--- config.mk ---
export PLATFORM = sky130hd
export DESIGN_NAME = rr_arb_mux
export DESIGN_NICKNAME = d
export VERILOG_FILES = /design/src/rtl/mux_pkg.sv /design/src/rtl/rr_arbiter.sv /design/src/rtl/rr_arb_mux.sv
export SDC_FILE = /design/constraint.sdc
export NUM_CORES = 1
export LEC_CHECK = 0
export ABC_AREA = 1
export BUFFER_PORTS_ARGS = -buffer_cell sky130_fd_sc_hd__clkbuf_2
export CORE_ASPECT_RATIO = 0.9
export CORE_MARGIN = 8
export CORE_UTILIZATION = 45
export CTS_CLUSTER_SIZE = 30
export DETAILED_ROUTE_END_ITERATION = 12
export GPL_TIMING_DRIVEN = 0
export PLACE_DENSITY_LB_ADDON = 0.25
export SETUP_SLACK_MARGIN = 0.02
export SYNTH_ARGS = -nofsm -noshare
export SYNTH_HDL_FRONTEND = slang
export SYNTH_HIERARCHICAL = 1
export SYNTH_SLANG_ARGS = --single-unit
--- constraint.sdc ---
create_clock -name clk -period 2.54 [get_ports clk]
set_input_delay 0.254 -clock clk [delete_from_list [all_inputs] [get_ports clk]]
set_output_delay 0.254 -clock clk [all_outputs]
set_load 0.02 [all_outputs]
--- src/rtl/mux_pkg.sv ---
// Shared definitions for the round-robin select block and its arbiter.
package mux_pkg;

    localparam int NUM_CH_MAX = 16;

    // Select-index width; a single channel still gets a 1-bit index.
    function automatic int sel_width(input int n);
        return (n <= 1) ? 1 : $clog2(n);
    endfunction

endpackage

--- src/rtl/rr_arbiter.sv ---
// Combinational round-robin arbiter: first request at or after ptr, wrapping.
module rr_arbiter
    import mux_pkg::*;
#(
    parameter  int NUM_CH = 4,
    localparam int SEL_W  = sel_width(NUM_CH)
) (
    input  logic [NUM_CH-1:0] req,
    input  logic [SEL_W-1:0]  ptr,
    output logic              grant_valid,
    output logic [SEL_W-1:0]  grant_idx
);

    logic [2*NUM_CH-1:0] dbl_req;
    logic [2*NUM_CH-1:0] mask;
    logic [2*NUM_CH-1:0] masked;

    // Doubling the request vector turns the wrap into a plain upward search
    // that starts at ptr in the lower copy and spills into the upper copy.
    always_comb begin
        // NOTE: every always_comb output gets a default first so no path
        // leaves it unassigned and infers a latch.
        grant_valid = 1'b0;
        grant_idx   = '0;
        dbl_req     = {req, req};
        for (int i = 0; i < 2*NUM_CH; i++) begin
            mask[i] = (i >= int'(ptr));
        end
        masked = dbl_req & mask;
        // Descending scan so the lowest masked index is the last to win.
        for (int i = 2*NUM_CH-1; i >= 0; i--) begin
            if (masked[i]) begin
                grant_valid = 1'b1;
                grant_idx   = SEL_W'((i >= NUM_CH) ? i - NUM_CH : i);
            end
        end
    end

endmodule

--- src/rtl/rr_arb_mux.sv ---
// N:1 round-robin select with valid/ready handshakes and a one-beat output register.
module rr_arb_mux
    import mux_pkg::*;
#(
    parameter  int DATA_WIDTH = 32,
    parameter  int NUM_CH     = 4,
    localparam int SEL_W      = sel_width(NUM_CH)
) (
    input  logic                         clk,
    input  logic                         rst,
    input  logic [NUM_CH-1:0]            in_valid,
    output logic [NUM_CH-1:0]            in_ready,
    input  logic [NUM_CH*DATA_WIDTH-1:0] in_data,
    output logic                         out_valid,
    input  logic                         out_ready,
    output logic [DATA_WIDTH-1:0]        out_data,
    output logic [SEL_W-1:0]             out_sel
);

    if (NUM_CH < 1 || NUM_CH > NUM_CH_MAX) begin : g_bad_num_ch
        $error("rr_arb_mux: NUM_CH out of range");
    end

    logic                  accept;
    logic                  grant_valid;
    logic [SEL_W-1:0]      grant_idx;
    logic [SEL_W-1:0]      ptr;
    logic [SEL_W-1:0]      ptr_next;
    logic                  load;
    logic [DATA_WIDTH-1:0] sel_data;

    rr_arbiter #(.NUM_CH(NUM_CH)) u_arbiter (
        .req         (in_valid),
        .ptr         (ptr),
        .grant_valid (grant_valid),
        .grant_idx   (grant_idx)
    );

    assign accept   = !out_valid || out_ready;
    assign load     = !rst && accept && grant_valid;
    assign ptr_next = (grant_idx == SEL_W'(NUM_CH-1)) ? '0 : SEL_W'(grant_idx + 1'b1);

    // Only the granted channel's slice is read, so X on idle channels never reaches out_data.
    always_comb begin
        in_ready = '0;
        sel_data = '0;
        for (int i = 0; i < NUM_CH; i++) begin
            if (grant_idx == SEL_W'(i)) begin
                in_ready[i] = load;
                sel_data    = in_data[i*DATA_WIDTH +: DATA_WIDTH];
            end
        end
    end

    // NOTE: sequential state uses non-blocking assignments so every register
    // samples the pre-edge values regardless of statement order.
    always_ff @(posedge clk or posedge rst) begin
        if (rst) begin
            out_valid <= 1'b0;
            out_data  <= '0;
            out_sel   <= '0;
            ptr       <= '0;
        end else if (load) begin
            out_valid <= 1'b1;
            out_data  <= sel_data;
            out_sel   <= grant_idx;
            ptr       <= ptr_next;
        end else if (out_ready) begin
            out_valid <= 1'b0;
        end
    end

endmodule

### After elaboration in Yosys (flattened, before gate mapping)

Index checks and enable logic that the tools add are counted.
W data, S select, Z words.

* logic and storage cells: 46
* flip-flop bits (word level): 37
* bits of input ports: 135
* output and inout port bits: 39

* add/subtract/negate cells: 1
* reduce and logical (&&, ||, !) cells: 7
* equality and inequality tests: 3
* magnitude comparators: 3
* muxes and demuxes: 27
* bitwise logic cells: 1

Operators with widths (count)
* $mux W32: 4
* $mux W2: 9
* $mux W1: 14
* $and A8 B8 Y8: 1
* $eq A2 B2 Y1 const B: 2
* $ge A1 B2 Y1 const A: 2
* $add A2 B1 Y2 const B: 1
* $eq A2 B1 Y1 const B: 1
* $ge A2 B2 Y1 const A: 1
* $logic_and A1 B1 Y1: 2
* $logic_not A1 Y1: 2
* $logic_not A2 Y1: 1
* $reduce_bool A2 Y1: 1
* $logic_or A1 B1 Y1: 1

### Longest topological paths before layout

Gate-level depths: netlist of run 1.

* depth after elaboration: 15
* depth in mapped cells: 15
* depth with buffers taken out: 13

### Hierarchy

Netlist of run 1, hierarchy kept.

By module, submodules not included
* rr_arb_mux: cells each 481, area an instance 2871.5 µm², sequential area each 925.9 µm², instances 1
* rr_arbiter: cells each 20, area an instance 82.6 µm², sequential area each 0.0 µm², instances 1

### Least setup slack after synthesis of run 1

Ideal clock, no wire load.

* path type: register -> output
* from: register ptr[1]
* to: output port in_ready[1]
* setup slack: 0.704 ns
* cell stages (with the launch flop): 9
* buffers on the path: 2
* arrival time: 1.582 ns
* required time: 2.286 ns
* cells stage by stage: dfrtp_1 -> nor2_1 -> inv_1 -> a21oi_1 -> ha_1 -> buf_2 -> inv_2 -> buf_6 -> nor2_1

* cells in the longest elaborated chain, start to end: 7
* elaborated cells on any way between the ends: 13
* those cells by class: 3 x order compare; 1 x eq/ne; 7 x mux; 1 x bitwise; 1 x reduce/logical

RTL lines
* from (decl): line rr_arb_mux.sv:27 `logic [SEL_W-1:0] ptr;`
* from (signal assigned): line rr_arb_mux.sv:67 `ptr <= ptr_next;`
* $ge A2 B2 Y1: line rr_arbiter.sv:27 `mask[i] = (i >= int'(ptr));`
* $and A8 B8 Y8 (*): line rr_arbiter.sv:29 `masked = dbl_req & mask;`
* $mux W2 (2 in series): line rr_arbiter.sv:32 `if (masked[i]) begin`
* $mux W2 (*): line rr_arbiter.sv:32
* named net grant_idx[0]: line rr_arb_mux.sv:26 `logic [SEL_W-1:0] grant_idx;`
* $eq A2 B1 Y1 (*): line rr_arb_mux.sv:48 `if (grant_idx == SEL_W'(i)) begin`
* $mux W1 (*): line rr_arb_mux.sv:48
* to (decl): line rr_arb_mux.sv:12 `output logic [NUM_CH-1:0] in_ready,`

Mark *: on every way through the listed nets, which the timed path passes. The rest lies on a longest branch.

### Final worst setup path of run 1

* from: register ptr[1]
* to: output port in_ready[0]

* cells in the longest elaborated chain, start to end: 7
* elaborated cells on any way between the ends: 13
* those cells by class: 3 x order compare; 7 x mux; 1 x bitwise; 2 x reduce/logical

RTL lines (line)
* $ge A2 B2 Y1: rr_arbiter.sv:27
* $and A8 B8 Y8 (*): rr_arbiter.sv:29
* $mux W2 (2 in series): rr_arbiter.sv:32
* $mux W2 (*): rr_arbiter.sv:32
* named net grant_idx[0]: rr_arb_mux.sv:26
* $logic_not A2 Y1 (*): rr_arb_mux.sv:48
* $mux W1 (*): rr_arb_mux.sv:48

Marked as above.

==> results.json, run 1 <==
{
  "result_of_the_run": "complete, no violations",
  "clock_tree.buffer_depth": 2,
  "power_density_nw_per_um2": 1000,
  "stdcell_area_um2": 4010,
  "cts-root-buf": "sky130_fd_sc_hd__clkbuf_8",
  "global_route.overflow_total": 0,
  "placement.cell_area_um2": 3930,
  "maxCapViolations": 0,
  "power.leakage_uw": 0.00264,
  "clkLatencyLatePin_ns": 0.29,
  "slowest_stage": "sky130_fd_sc_hd__dfrtp_1",
  "drive_above_1_share": 0.333,
  "ys_seq_elements": 37,
  "timing.final.setup_violations": 0,
  "clkTransAtPathRegs_ns": 0.08,
  "gr_layer_usage_met3": 0.0600,
  "area_growth_pct": 35.6,
  "netlist_instances": 501,
  "timing.final.crit_period_ns": 2.32,
  "crit_path_max_incr_delay_ns": 0.43,
  "tritoncts": "yes",
  "wire_length_of_the_first_global_routing_pass_um": 17100,
  "setup.worst_path.class": "register to primary output",
  "post_cts_resize_count": 0,
  "busiest_layer": "met2",
  "antenna-diode-count": 0,
  "setup-tns-final_ns": 0,
  "slew_headroom": 0.468,
  "setup.worst_path.start": "ptr[1]",
  "fp-row-count": 28,
  "critPathMaxFanout": 10,
  "met2_grt_util": 0.386,
  "fill_cells": 660,
  "postRouteWirelength_um": 10800,
  "floorplan.die.height_um": 92.9,
  "power.combinational.fraction": 0.646,
  "path_delay_family": "buffers and inverters",
  "syn_area_um2": 2950,
  "worst_pin_slew_ns": 0.796,
  "worst_setup_path_end_kind": "primary output",
  "share_clk_of_total_power": 0.094,
  "cts_made_buffers": 5,
  "p_sw_uw": 2050,
  "r2r_end": "out_data[8]",
  "routed_via_density": 4.81,
  "report.final.hold_viol_count": 0,
  "utilization": 0.618,
  "use_met1": 0.268,
  "power.internal_uw": 1970,
  "r2r_start": "ptr[1]",
  "track_usage": 0.226,
  "drt_pre_antenna_iters": 5,
  "synth_nets": 640,
  "ys.warnings.count": 6,
  "reg2regPathDepth": 11,
  "timing.critical_path.from_type": "register",
  "cp.buffers_inverters": 6,
  "dp_hpwl_um": 8670,
  "crit_required_ns": 2.29,
  "die_x_um": 101,
  "final_nets": 819,
  "worstPathArrival_ns": 2.06,
  "power.switching_fraction": 0.509,
  "synth_area_per_cell_um2": 5.90,
  "period_share": 0.913,
  "synth_cell_type_count": 21,
  "power_frac_seq": 0.259,
  "antenna_found_initial": 0,
  "peakVddDrop_v": 0.000615,
  "design.die.area_um2": 9420,
  "ioPinCount": 174,
  "drt-wirelength-per-cell_um": 14.1,
  "core_area_um2": 6480,
  "cts.hold.buffers_added": 0,
  "worst-path-stages": 10,
  "worst_clock_skew_ns": 0.00874,
  "dr.first_iter.drc_count": 187,
  "dr_total_vias": 3701,
  "achievable-frequency_mhz": 431,
  "first_global_vias": 3730,
  "grt_max_degree": 38,
  "timing.critical_path.mode_cell": "sky130_fd_sc_hd__inv_1",
  "clock_tree.htree_level_count": 2,
  "setup_repair_after_global_routing_missed_its_margin": "false",
  "regToRegSetupSlack_ns": 0.42,
  "start_util": 0.456,
  "final_max_slew_viol_count": 0,
  "io_buffer_count": 173,
  "seq_area_frac_synth": 0.313,
  "postCtsSetupRepairBufs": 0,
  "antenna_left": 0,
  "min-delay-path-class": "input pin to asynchronous set/reset pin",
  "worst_path_cell_trace": "nor2_1 > inv_1 > a21oi_2 > inv_1 > ha_1 > buf_2 > buf_4 > inv_1 > nor2_1 > clkbuf_2",
  "drt_drc_violations_left": 0,
  "cts_sinks": 37,
  "place.gp.congestion": 0.875
}
final cells by class:
class | instances | area, um2 | share of cell area
plain buffers | 30 | 200 | 0.0500
clock buffers | 5 | 68.8 | 0.0172
clock inverters | 1 | 5.00 | 0.00125
inverters | 55 | 206 | 0.0515
multi-input cells | 378 | 1620 | 0.405
flip-flops and latches | 37 | 926 | 0.231
well taps | 90 | 113 | 0.0281
repair buffers | 173 | 866 | 0.216
metal layers:
| layer | share of wire | up-vias |
|---|---|---|
| met1 | 0.41 | 1639 |
| met5 | 0 | - |
| li1 | - | 1872 |
| met3 | 0.097 | 16 |
| met4 | 0.016 | 0 |
| met2 | 0.47 | 174 |
how the worst max path moves through the flow:
stage / end / slack, ns
detailed placement: in_ready[2] / 0.41
global placement: in_ready[2] / 0.43
finish: in_ready[0] / 0.22
CTS: in_ready[2] / 0.07
floorplan: in_ready[1] / 0.70
global route: in_ready[3] / 0.04
registers in the layout, summed over array words and instances, names as in the netlist:
signal and cells:
out_valid 1, ptr 2, out_data 32, out_sel 2
power by group through the flow:
stage / clock (uW) / combinational, uW / sequential [uW]
6_report: 379 / 2600 / 1040
5_1_grt: 411 / 2900 / 1070
4_1_cts: 389 / 2610 / 1040
3_5_place_dp: 0 / 2610 / 1050
3_3_place_gp: 0 / 2550 / 1040
2_1_floorplan: 0 / 1450 / 1370
synthesized netlist by cell type:
| cell type | count | area (um2) |
|---|---|---|
| sky130_fd_sc_hd__inv_1 | 52 | 195 |
| sky130_fd_sc_hd__buf_6 | 6 | 67.6 |
| sky130_fd_sc_hd__nand3_1 | 41 | 205 |
| sky130_fd_sc_hd__or2_2 | 2 | 12.5 |
| sky130_fd_sc_hd__nand2_2 | 1 | 6.26 |
| sky130_fd_sc_hd__nand2_4 | 1 | 11.3 |
| sky130_fd_sc_hd__nand2_1 | 227 | 852 |
| sky130_fd_sc_hd__a21oi_1 | 33 | 165 |
| sky130_fd_sc_hd__buf_4 | 5 | 37.5 |
| sky130_fd_sc_hd__inv_2 | 3 | 11.3 |
| sky130_fd_sc_hd__nor2_1 | 55 | 206 |
| sky130_fd_sc_hd__a21oi_2 | 7 | 61.3 |
| sky130_fd_sc_hd__dfrtp_1 | 37 | 926 |
| sky130_fd_sc_hd__nor2_4 | 1 | 11.3 |
| sky130_fd_sc_hd__buf_2 | 19 | 95.1 |
| sky130_fd_sc_hd__o21ai_1 | 1 | 5.00 |
| sky130_fd_sc_hd__clkbuf_2 | 1 | 5.00 |
| sky130_fd_sc_hd__ha_1 | 4 | 50.1 |
| sky130_fd_sc_hd__a21boi_0 | 2 | 15.0 |
| sky130_fd_sc_hd__nor3_1 | 1 | 5.00 |
| sky130_fd_sc_hd__o21ai_0 | 2 | 10.0 |
layout by cell type, fill, tap and decap left out, drive strengths merged, types with 3 or more instances in the layout:
master,instances
nand2,229
dfrtp,37
o21ai,3
a21oi,40
nor2,56
buf,29
inv,55
nand3,41
ha,4
clkbuf,179
stage by stage:
| stage | hold slack [ns] | setup WS (ns) | power, uW | cells |
|---|---|---|---|---|
| global route | 0.204 | 0.0413 | 4390 | 769 |
| CTS | 0.163 | 0.0733 | 4050 | 770 |
| detailed placement | 0.469 | 0.409 | 3660 | 764 |
| global placement | 0.463 | 0.433 | 3590 | 764 |
| floorplan | 0.428 | 0.704 | 2820 | 501 |
| finish | 0.132 | 0.221 | 4020 | 769 |
cells by family (layout without fill, tap and decap cells):
logic type,Yosys count,in the layout,synth area share
adders and majority gates,4,4,0.0169
buffers and inverters,86,264,0.139
AOI/OAI and AO/OA,45,45,0.0868
DFF,37,37,0.313
and+or+nand+nor,329,329,0.443
No activity file was read; power rests on OpenSTA's default activity.
==> inputs of run 2 (changes only) <==
Settings changed: CELL_PAD_IN_SITES_DETAIL_PLACEMENT set to 1, CELL_PAD_IN_SITES_GLOBAL_PLACEMENT set to 1, CORE_UTILIZATION 45 to 28.
Clock period 2.54 ns to 2.5 ns, I/O delays scaled along.
==> run 2 against run 1 <==
Against the previous run:
- flip-flop and latch count did not move
- wire length rose by 19%
- worst setup slack got worse by 0.078 ns
- sequential share of layout area fell by 0.74 points
- cell count rose by 5.3%
- clock skew fell by 0.0062 ns
- largest cell class unchanged
- critical path depth rose by 1
- die area rose by 50%
- global-route usage fell by 4.5 points
- worst hold slack improved by 0.036 ns
- register-to-register slack improved by 0.02 ns
- via count did not move
==> results.json, run 2 (synthesis results as in run 1) <==
{
  "biggestRegsByFlops": "out_data x32, out_sel x2, ptr x2",
  "final_nets": 820,
  "global_route.overflow_total": 0,
  "layout.cells.most_common": "sky130_fd_sc_hd__nand2_1",
  "reg2regPathDepth": 14,
  "dr.first_iter.drc_count": 128,
  "cts_made_buffers": 5,
  "antenna_found_initial": 0,
  "clkLatencyLatePin_ns": 0.27,
  "critPathMaxFanout": 10,
  "result_of_the_run": "complete, no violations",
  "core_area_um2": 10200,
  "maxCapViolations": 0,
  "final_max_slew_viol_count": 0,
  "stdcell_count": 810,
  "fp-row-count": 35,
  "antenna-diode-count": 0,
  "postRouteWirelength_um": 12900,
  "route.met2.wl_um": 6140,
  "worstPathArrival_ns": 2.11,
  "final_cell_mix": "sky130_fd_sc_hd__nand2_1 (227), sky130_fd_sc_hd__clkbuf_2 (174), sky130_fd_sc_hd__nor2_1 (54)",
  "peakVddDrop_v": 0.000401,
  "routed_via_density": 4.57,
  "timing.critical_path.from_type": "register",
  "dr_wl_met3_um": 804,
  "period_share": 0.943,
  "area_growth_pct": 40.1,
  "power.leakage_uw": 0.00267,
  "start_util": 0.288,
  "clock_tree.buffer_depth": 2,
  "placed_cells": 803,
  "setup_repair_after_global_routing_missed_its_margin": "false",
  "report.final.hold_viol_count": 0,
  "tritoncts": "yes",
  "setup.worst_path.class": "register to primary output",
  "worst_pin_slew_ns": 0.840,
  "crit_required_ns": 2.25,
  "worst_setup_path_end_kind": "primary output",
  "io_buffer_count": 173,
  "top_register": "out_data",
  "first_global_vias": 4199,
  "drt-wirelength-per-cell_um": 15.9,
  "met1_routed_length_um": 5840,
  "achievable-frequency_mhz": 424,
  "setup-tns-final_ns": 0,
  "timing.final.crit_period_ns": 2.36,
  "p_total_uw": 4420,
  "cts-root-buf": "sky130_fd_sc_hd__clkbuf_16",
  "stdcell_area_um2": 4140,
  "drive_above_1_share": 0.336,
  "clock_tree.htree_level_count": 2,
  "timing.final.setup_violations": 0,
  "antenna_left": 0,
  "dr_total_vias": 3701,
  "placement.cell_area_um2": 3980,
  "track_usage": 0.180,
  "worst_clock_skew_ns": 0.00252,
  "dp_hpwl_um": 10500,
  "design.die.area_um2": 14100,
  "drt_pre_antenna_iters": 4,
  "clkTransAtPathRegs_ns": 0.05,
  "power_density_nw_per_um2": 1070,
  "place.gp.congestion": 0.822,
  "drt_drc_violations_left": 0,
  "postCtsSetupRepairBufs": 0,
  "floorplan.die.height_um": 113,
  "cts_sinks": 37,
  "die_x_um": 124,
  "ioPinCount": 174,
  "top_layer_used": "met4",
  "wire_length_of_the_first_global_routing_pass_um": 21100,
  "grt_max_degree": 38,
  "slew_headroom": 0.439,
  "largest_register_ffs": 32,
  "min-delay-path-class": "input pin to asynchronous set/reset pin"
}
==> run 2: final timing paths <==
kind	start	to	slack, ns
setup / recovery	ptr[1]	in_ready[0]	0.14
hold / removal	rst	out_valid	0.17
hold reg to reg	out_data[18]	out_data[18]	0.48
setup reg to reg	ptr[1]	out_data[6]	0.44
max in group asynchronous	rst	out_data[11]	1.80
min in group clk	in_data[114]	out_data[18]	0.28
==> run 2: where the power goes <==
part	switching [uW]	internal (uW)	total [uW]	leakage (uW)
registers	184	890	1070	0.000462
logic	1780	942	2720	0.00214
clock network	235	392	627	0.0000700
==> run 2: timing repair <==
item	4_1_cts	5_1_grt
hold buffers	0	0
gates cloned	0	0
setup endpoints to repair	1	2
gates resized for setup	1	4
==> run 2: critical path, stage by stage (launching register included) <==
cell,delay (ns)
sky130_fd_sc_hd__dfrtp_1,0.43
sky130_fd_sc_hd__nand2_1,0.09
sky130_fd_sc_hd__nand2_1,0.08
sky130_fd_sc_hd__nand2_1,0.07
sky130_fd_sc_hd__a21oi_2,0.20
sky130_fd_sc_hd__inv_1,0.13
sky130_fd_sc_hd__ha_1,0.21
sky130_fd_sc_hd__buf_2,0.18
sky130_fd_sc_hd__buf_4,0.19
sky130_fd_sc_hd__inv_1,0.06
sky130_fd_sc_hd__nor2_1,0.04
sky130_fd_sc_hd__clkbuf_2,0.16
==> run 2: layer usage <==
metal | up-vias | GRT usage
met2 | 127 | 0.312
met5 | - | 0
li1 | 1872 | -
met4 | 0 | 0.0289
met3 | 8 | 0.0496
met1 | 1694 | 0.222
==> run 2: final cells by class <==
type / instances / area [um2]
Fill cell: 1467 / 6110
Multi-Input combinational cell: 378 / 1630
Sequential cell: 37 / 926
Timing Repair Buffer: 173 / 866
Inverter: 55 / 209
Buffer: 31 / 208
Tap cell: 129 / 161
Clock buffer: 7 / 143
==> run 2: per-stage QoR <==
| step | utilization | hold slack [ns] | setup slack (ns) |
|---|---|---|---|
| global placement | 0.389 | 0.465 | 0.341 |
| CTS | 0.403 | 0.215 | 0.0768 |
| floorplan | - | 0.424 | 0.668 |
| finish | 0.404 | 0.168 | 0.143 |
| global route | 0.404 | 0.250 | 0.0174 |
| detailed placement | 0.389 | 0.470 | 0.291 |
